==> config.mk <==
export PLATFORM = sky130hd
export DESIGN_NAME = mnist_image_scanner
export DESIGN_NICKNAME = d
export VERILOG_FILES = /design/src/rtl/mnist_image_scanner.sv
export SDC_FILE = /design/constraint.sdc
export NUM_CORES = 1
export LEC_CHECK = 0
export BUFFER_PORTS_ARGS = -buffer_cell sky130_fd_sc_hd__buf_2
export CAP_MARGIN = 20
export CORE_MARGIN = 2
export CORE_UTILIZATION = 40
export DETAILED_ROUTE_END_ITERATION = 10
export GPL_TIMING_DRIVEN = 0
export PLACE_DENSITY_LB_ADDON = 0.2
export SLEW_MARGIN = 20
export SYNTH_ARGS = -nofsm -noshare
export SYNTH_HDL_FRONTEND = slang
export SYNTH_SLANG_ARGS = --single-unit
==> constraint.sdc <==
create_clock -name CLOCK_50 -period 4.95 [get_ports CLOCK_50]
set_input_delay 0.2475 -clock CLOCK_50 [delete_from_list [all_inputs] [get_ports CLOCK_50]]
set_output_delay 0.2475 -clock CLOCK_50 [all_outputs]
set_load 0.02 [all_outputs]
==> src/rtl/mnist_image_scanner.sv <==
// Raster-scans the 28x28 drawing grid out of image_memory and streams binarised pixels
// on a valid/ready port. Reports done and the count of set pixels at the end of each scan.
module mnist_image_scanner #(
  parameter int                            GRID_SIZE  = 28,
  parameter int                            ADDR_WIDTH = 16,
  parameter int                            DATA_WIDTH = 32,
  parameter logic signed [DATA_WIDTH-1:0]  PIXEL_ONE  = 1
) (
  input  logic                         CLOCK_50,
  input  logic                         resetn,
  input  logic                         start,
  output logic [ADDR_WIDTH-1:0]        read_addr,
  input  logic [DATA_WIDTH-1:0]        mem_data,
  output logic signed [DATA_WIDTH-1:0] pix_data,
  output logic [9:0]                   pix_index,
  output logic                         pix_valid,
  input  logic                         pix_ready,
  output logic                         pix_last,
  output logic                         busy,
  output logic                         done,
  output logic [9:0]                   set_count
);

  localparam int         N     = GRID_SIZE * GRID_SIZE;
  localparam logic [9:0] LAST  = 10'(N - 1);

  // state   | meaning
  // IDLE    | waiting for start
  // ADDR    | read_addr holds idx; memory is reading
  // LATCH   | mem_data valid; binarise and count
  // PRESENT | pixel offered until pix_ready
  // DONE    | one-cycle done pulse; publish set_count
  typedef enum logic [2:0] {S_IDLE, S_ADDR, S_LATCH, S_PRESENT, S_DONE} state_t;

  state_t                         state_q, state_d;
  logic [9:0]                     idx_q, idx_d;
  logic [9:0]                     cnt_q, cnt_d;
  logic [ADDR_WIDTH-1:0]          read_addr_q, read_addr_d;
  logic signed [DATA_WIDTH-1:0]   pix_data_q, pix_data_d;
  logic [9:0]                     pix_index_q, pix_index_d;
  logic                           pix_valid_q, pix_valid_d;
  logic                           pix_last_q, pix_last_d;
  logic [9:0]                     set_count_q, set_count_d;

  always_ff @(posedge CLOCK_50 or negedge resetn) begin
    if (!resetn) begin
      state_q     <= S_IDLE;
      idx_q       <= '0;
      cnt_q       <= '0;
      read_addr_q <= '0;
      pix_data_q  <= '0;
      pix_index_q <= '0;
      pix_valid_q <= 1'b0;
      pix_last_q  <= 1'b0;
      set_count_q <= '0;
    end else begin
      state_q     <= state_d;
      idx_q       <= idx_d;
      cnt_q       <= cnt_d;
      read_addr_q <= read_addr_d;
      pix_data_q  <= pix_data_d;
      pix_index_q <= pix_index_d;
      pix_valid_q <= pix_valid_d;
      pix_last_q  <= pix_last_d;
      set_count_q <= set_count_d;
    end
  end

  // read_addr is loaded on entry to ADDR so the address is already on the port during ADDR.
  always_comb begin
    state_d     = state_q;
    idx_d       = idx_q;
    cnt_d       = cnt_q;
    read_addr_d = read_addr_q;
    pix_data_d  = pix_data_q;
    pix_index_d = pix_index_q;
    pix_valid_d = pix_valid_q;
    pix_last_d  = pix_last_q;
    set_count_d = set_count_q;
    case (state_q)
      S_IDLE: begin
        if (start) begin
          idx_d       = '0;
          cnt_d       = '0;
          read_addr_d = '0;
          state_d     = S_ADDR;
        end
      end
      S_ADDR: state_d = S_LATCH;
      S_LATCH: begin
        pix_data_d  = (mem_data != '0) ? PIXEL_ONE : '0;
        pix_index_d = idx_q;
        pix_last_d  = (idx_q == LAST);
        pix_valid_d = 1'b1;
        if (mem_data != '0) cnt_d = cnt_q + 10'd1;
        state_d     = S_PRESENT;
      end
      S_PRESENT: begin
        if (pix_ready) begin
          pix_valid_d = 1'b0;
          if (idx_q == LAST) begin
            state_d = S_DONE;
          end else begin
            idx_d       = idx_q + 10'd1;
            read_addr_d = ADDR_WIDTH'(idx_q + 10'd1);
            state_d     = S_ADDR;
          end
        end
      end
      S_DONE: begin
        set_count_d = cnt_q;
        state_d     = S_IDLE;
      end
      default: state_d = S_IDLE;
    endcase
  end

  assign read_addr = read_addr_q;
  assign pix_data  = pix_data_q;
  assign pix_index = pix_index_q;
  assign pix_valid = pix_valid_q;
  assign pix_last  = pix_last_q;
  assign set_count = set_count_q;
  assign busy      = (state_q != S_IDLE);
  assign done      = (state_q == S_DONE);

endmodule

==> results.md <==
Run status:
- The flow ran to the end, and the final reports show no timing, DRC or antenna violations.

Floorplanning:
- The core box area is 5990 um2.
- The floorplan has 28 rows.
- In this run the count of I/O pins placed on the die edge is 108.
- The horizontal die dimension is 83.0 um.
- The floorplan step set the die height to 83.0 um.
- The initial utilization of the core area, before any placement, comes to 41.7%.
- The total die area is 6890 um2.

Routing:
- For this run, design rule violations remaining after detail routing come to 0.
- The via count normalized by instance count is 4.77.
- The final layout contains routed wiring with a total length of 5450 um.
- The initial detailed-routing violation count is 107.
- Dividing the detail-routed wire length by the instance count gives 12.0 um.
- The detail route stage leaves a number of antenna-violating nets equal to 0.
- The overall via count from detail_route is 2,162.
- The pre-antenna-repair detailed-routing pass consisted of 4 iterations.

Synth:
- The count of state elements after synthesis is 47.
- The number of distinct library cells after synthesis is 43.
- The part of the Yosys area used for sequential elements is 47.1%.
- The post-synth design cell area is 2500 um2.
- The Yosys step of the flow raised 0 warnings.
- The number of standard cells after synthesis is 263.
- A synthesized cell averages 9.50 um2.

Power and ir drop:
- Per report_power, the combinational group accounts for 38.6% of the total.
- Net switching is 40.4% of the power.
- The total power divided by cell area is 379 nW/um2.
- Sequential cells burn 41.9% of the power.
- In this run the static leakage power is 0.00173 uW.
- The largest voltage drop on the vdd net is 0.236 mV.
- Summed over all nets, the switching power comes to 487 uW.
- The share of total power dissipated in the clock network is 19.5%.
- Total power for the finished layout comes to 1210 uW.
- The internal power summed over all cells is 719 uW.

Timing:
- Setup repair after global routing left no endpoint under its margin.
- The final period utilization is 42.6%.
- The number of endpoints with negative hold slack in the final report is 0.
- The time the final worst path needs with I/O delays and setup is 2.11 ns.
- At the pin with the least slew margin, the transition time is 0.611 ns.
- Derived from the worst setup path, the maximum achievable clock frequency is 474 MHz.
- Measured against its own limit, the worst slew margin works out to 59.3%.
- The final count of pins violating max slew was 0.
- Setup violations remaining at the end of the flow were counted as 0.
- Setup total negative slack on the finished layout was measured at 0 ns.
- The clock skew after layout is 0.00991 ns.
- The smallest hold slack is 0.231 ns.

Setup path:
- Data on the critical path is required at its endpoint by 4.70 ns.
- At the worst endpoint, the arrival time is 1.86 ns.
- The worst setup path is captured at an output pin.
- The worst register-to-register path has a setup slack of 2.97 ns.
- The critical path is of the reg -> out type.
- The path depth of the worst reg2reg path is 5.
- The critical-path maximum fanout is 10.
- In this run the critical register-to-register path is captured at read_addr[10].
- The startpoint of the lowest-slack register-to-register path is idx_q[7].
- The kind of start point of the critical path is a register.

Layout:
- The final net count is 415.
- The library cells used most frequently in the layout, excluding fill and tap cells, are buf_2 (70), dfrtp_1 (47), nand2_1 (45).
- The share of the core filled with cells in the final layout is 53.1%.
- The post-route netlist has 36.5% of its cells at a drive strength greater than 1.
- Relative to the synthesized area, the layout overhead comes to 27.3%.
- The repair_antennas step left the layout with diodes totalling 0.
- The leading cell type in the layout, fill and taps excluded is buf_2.

CTS:
- The clock tree buffer depth is 2.
- The number of setup buffers added after CTS is 0.
- The CTS buffer count is 5.
- After clock tree synthesis, the clock-pin slew on the worst setup and hold paths is 0.09 ns.
- The cell sitting at the root of the clock tree is a clkbuf_8.
- TritonCTS built the clock tree.
- The depth of the CTS H-tree is 2.
- Gates resized during post-CTS repair numbered 0.
- After clock tree synthesis, the flow added hold-fix buffers numbering 0.
- The later pin in the worst-skew pair is clocked with a latency of 0.31 ns.
- Clock tree synthesis found a total of 47 sinks.

Hold path:
- The type of the most critical hold path is in -> reg.
- Counting instances, the worst hold path has a depth of 3.
- The startpoint identified for the worst hold timing path is start.
- The end point of the worst hold path is state_q[0].

Global route:
- The first global-routing pass estimated 9490 um of wire.
- The number of antenna violations at the first check in global routing is 0.
- The global-route total usage across every layer is 16.4%.
- The via count of the first global-routing pass was 2,041.
- The pin count of the biggest net entering global routing is 48.
- After global routing the overflow that remains totals 0.

Place:
- The weighted congestion at the end of routability-driven global placement is 0.833.
- The number of port buffers is 71.
- The detailed placement HPWL is 4090 um.

Job:
- Across the run, the number of max-cap violations was 0.
-- per-layer routing --
layer	part of all wire, %	vias to the layer above	GRT usage, %
met4	1.2	0	4.62
met1	43	1008	20.3
met2	50	66	28.7
met3	6.0	8	3.78
li1	-	1080	-
met5	0	-	0
-- sequential cells by signal, indices dropped and copies added (netlist names) --
name and count:
state_q 3, read_addr 2, idx_q 9, pix_valid 1
pix_data 1, pix_index 10, set_count 10, cnt_q 10
pix_last 1
-- metrics by stage --
step	setup WS [ns]	std cells	instance area, um2
final	2.84	453	3180
after global routing	2.68	453	3180
after CTS	2.80	452	3170
after detailed placement	2.98	444	3080
after global placement	2.99	444	3080
after floorplan	3.04	298	2630
-- cell type report --
type                    instances  area (um2)
well taps                      75        93.8
fillers                       568        2810
inverters                       4        15.0
clock inverters                 2        16.3
repair buffers                 72         368
clock buffers                   6        72.6
flip-flops and latches         47        1180
plain buffers                  45         308
multi-input cells             202        1130
-- cell families (layout without fill, tap and decap cells) --
| group | after synthesis | after routing | share of synthesized area, % |
|---|---|---|---|
| adders and majority gates | 2 | 2 | 1.00 |
| other | 1 | 36 | 0.150 |
| xor gates and xnor gates | 1 | 1 | 0.351 |
| DFF | 47 | 47 | 47.1 |
| AOI/OAI and AO/OA | 51 | 51 | 13.3 |
| and+or+nand+nor | 100 | 100 | 19.9 |
| muxes | 12 | 12 | 5.36 |
| buffers and inverters | 49 | 129 | 12.9 |
-- power by group through the flow --
stage,combinational [uW],clock [uW],sequential [uW]
finish,465,235,505
global route,527,257,517
CTS,467,243,505
detailed placement,466,0,512
global placement,458,0,508
floorplan,310,0,532
-- worst max-delay path by stage --
stage / slack, ns / to / depth (start not counted) / start
2_1_floorplan: 3.04 / idx_q[6] / 5 / idx_q[7]
3_3_place_gp: 2.99 / idx_q[7] / 5 / idx_q[7]
3_5_place_dp: 2.98 / read_addr[10] / 5 / idx_q[7]
4_1_cts: 2.80 / done / 5 / state_q[0]
5_1_grt: 2.68 / done / 5 / state_q[0]
6_report: 2.84 / done / 5 / state_q[0]
-- Yosys cell counts (all sizes together) --
| master | number | area share [%] |
|---|---|---|
| dfrtp | 47 | 47 |
| nand2 | 46 | 7.0 |
| buf | 37 | 11 |
| a31oi | 16 | 4.0 |
| nor2 | 14 | 2.2 |
| o21ai | 14 | 2.8 |
| mux2 | 11 | 5.0 |
| nor4 | 9 | 2.5 |
| clkbuf | 8 | 1.2 |
| nand3 | 8 | 1.6 |
| a21oi | 7 | 1.6 |
| a21o | 6 | 1.8 |
| and3 | 6 | 1.6 |
| inv | 4 | 0.60 |
| nand4 | 3 | 0.75 |
| a22o | 2 | 0.70 |
| and2 | 2 | 0.55 |
| ha | 2 | 1.0 |
| nand2b | 2 | 0.50 |
| nor3 | 2 | 0.40 |
| o21bai | 2 | 1.1 |
| o41ai | 2 | 0.70 |
| or3 | 2 | 0.75 |
| and2b | 1 | 0.40 |
| and4 | 1 | 0.35 |
| conb | 1 | 0.15 |
| mux2i | 1 | 0.40 |
| nor2b | 1 | 0.25 |
| nor3b | 1 | 0.30 |
| o31a | 1 | 0.35 |
| o31ai | 1 | 0.30 |
| or2 | 1 | 0.25 |
| or4 | 1 | 0.45 |
| xor2 | 1 | 0.35 |
-- critical path, cell delays in order, from the launching register on --
cell and delay (ns):
dfrtp_1 0.37, buf_4 0.16, nor2_1 0.11, and2_1 0.16, clkbuf_1 0.48, buf_2 0.28
Power figures use the tool's default switching activity.
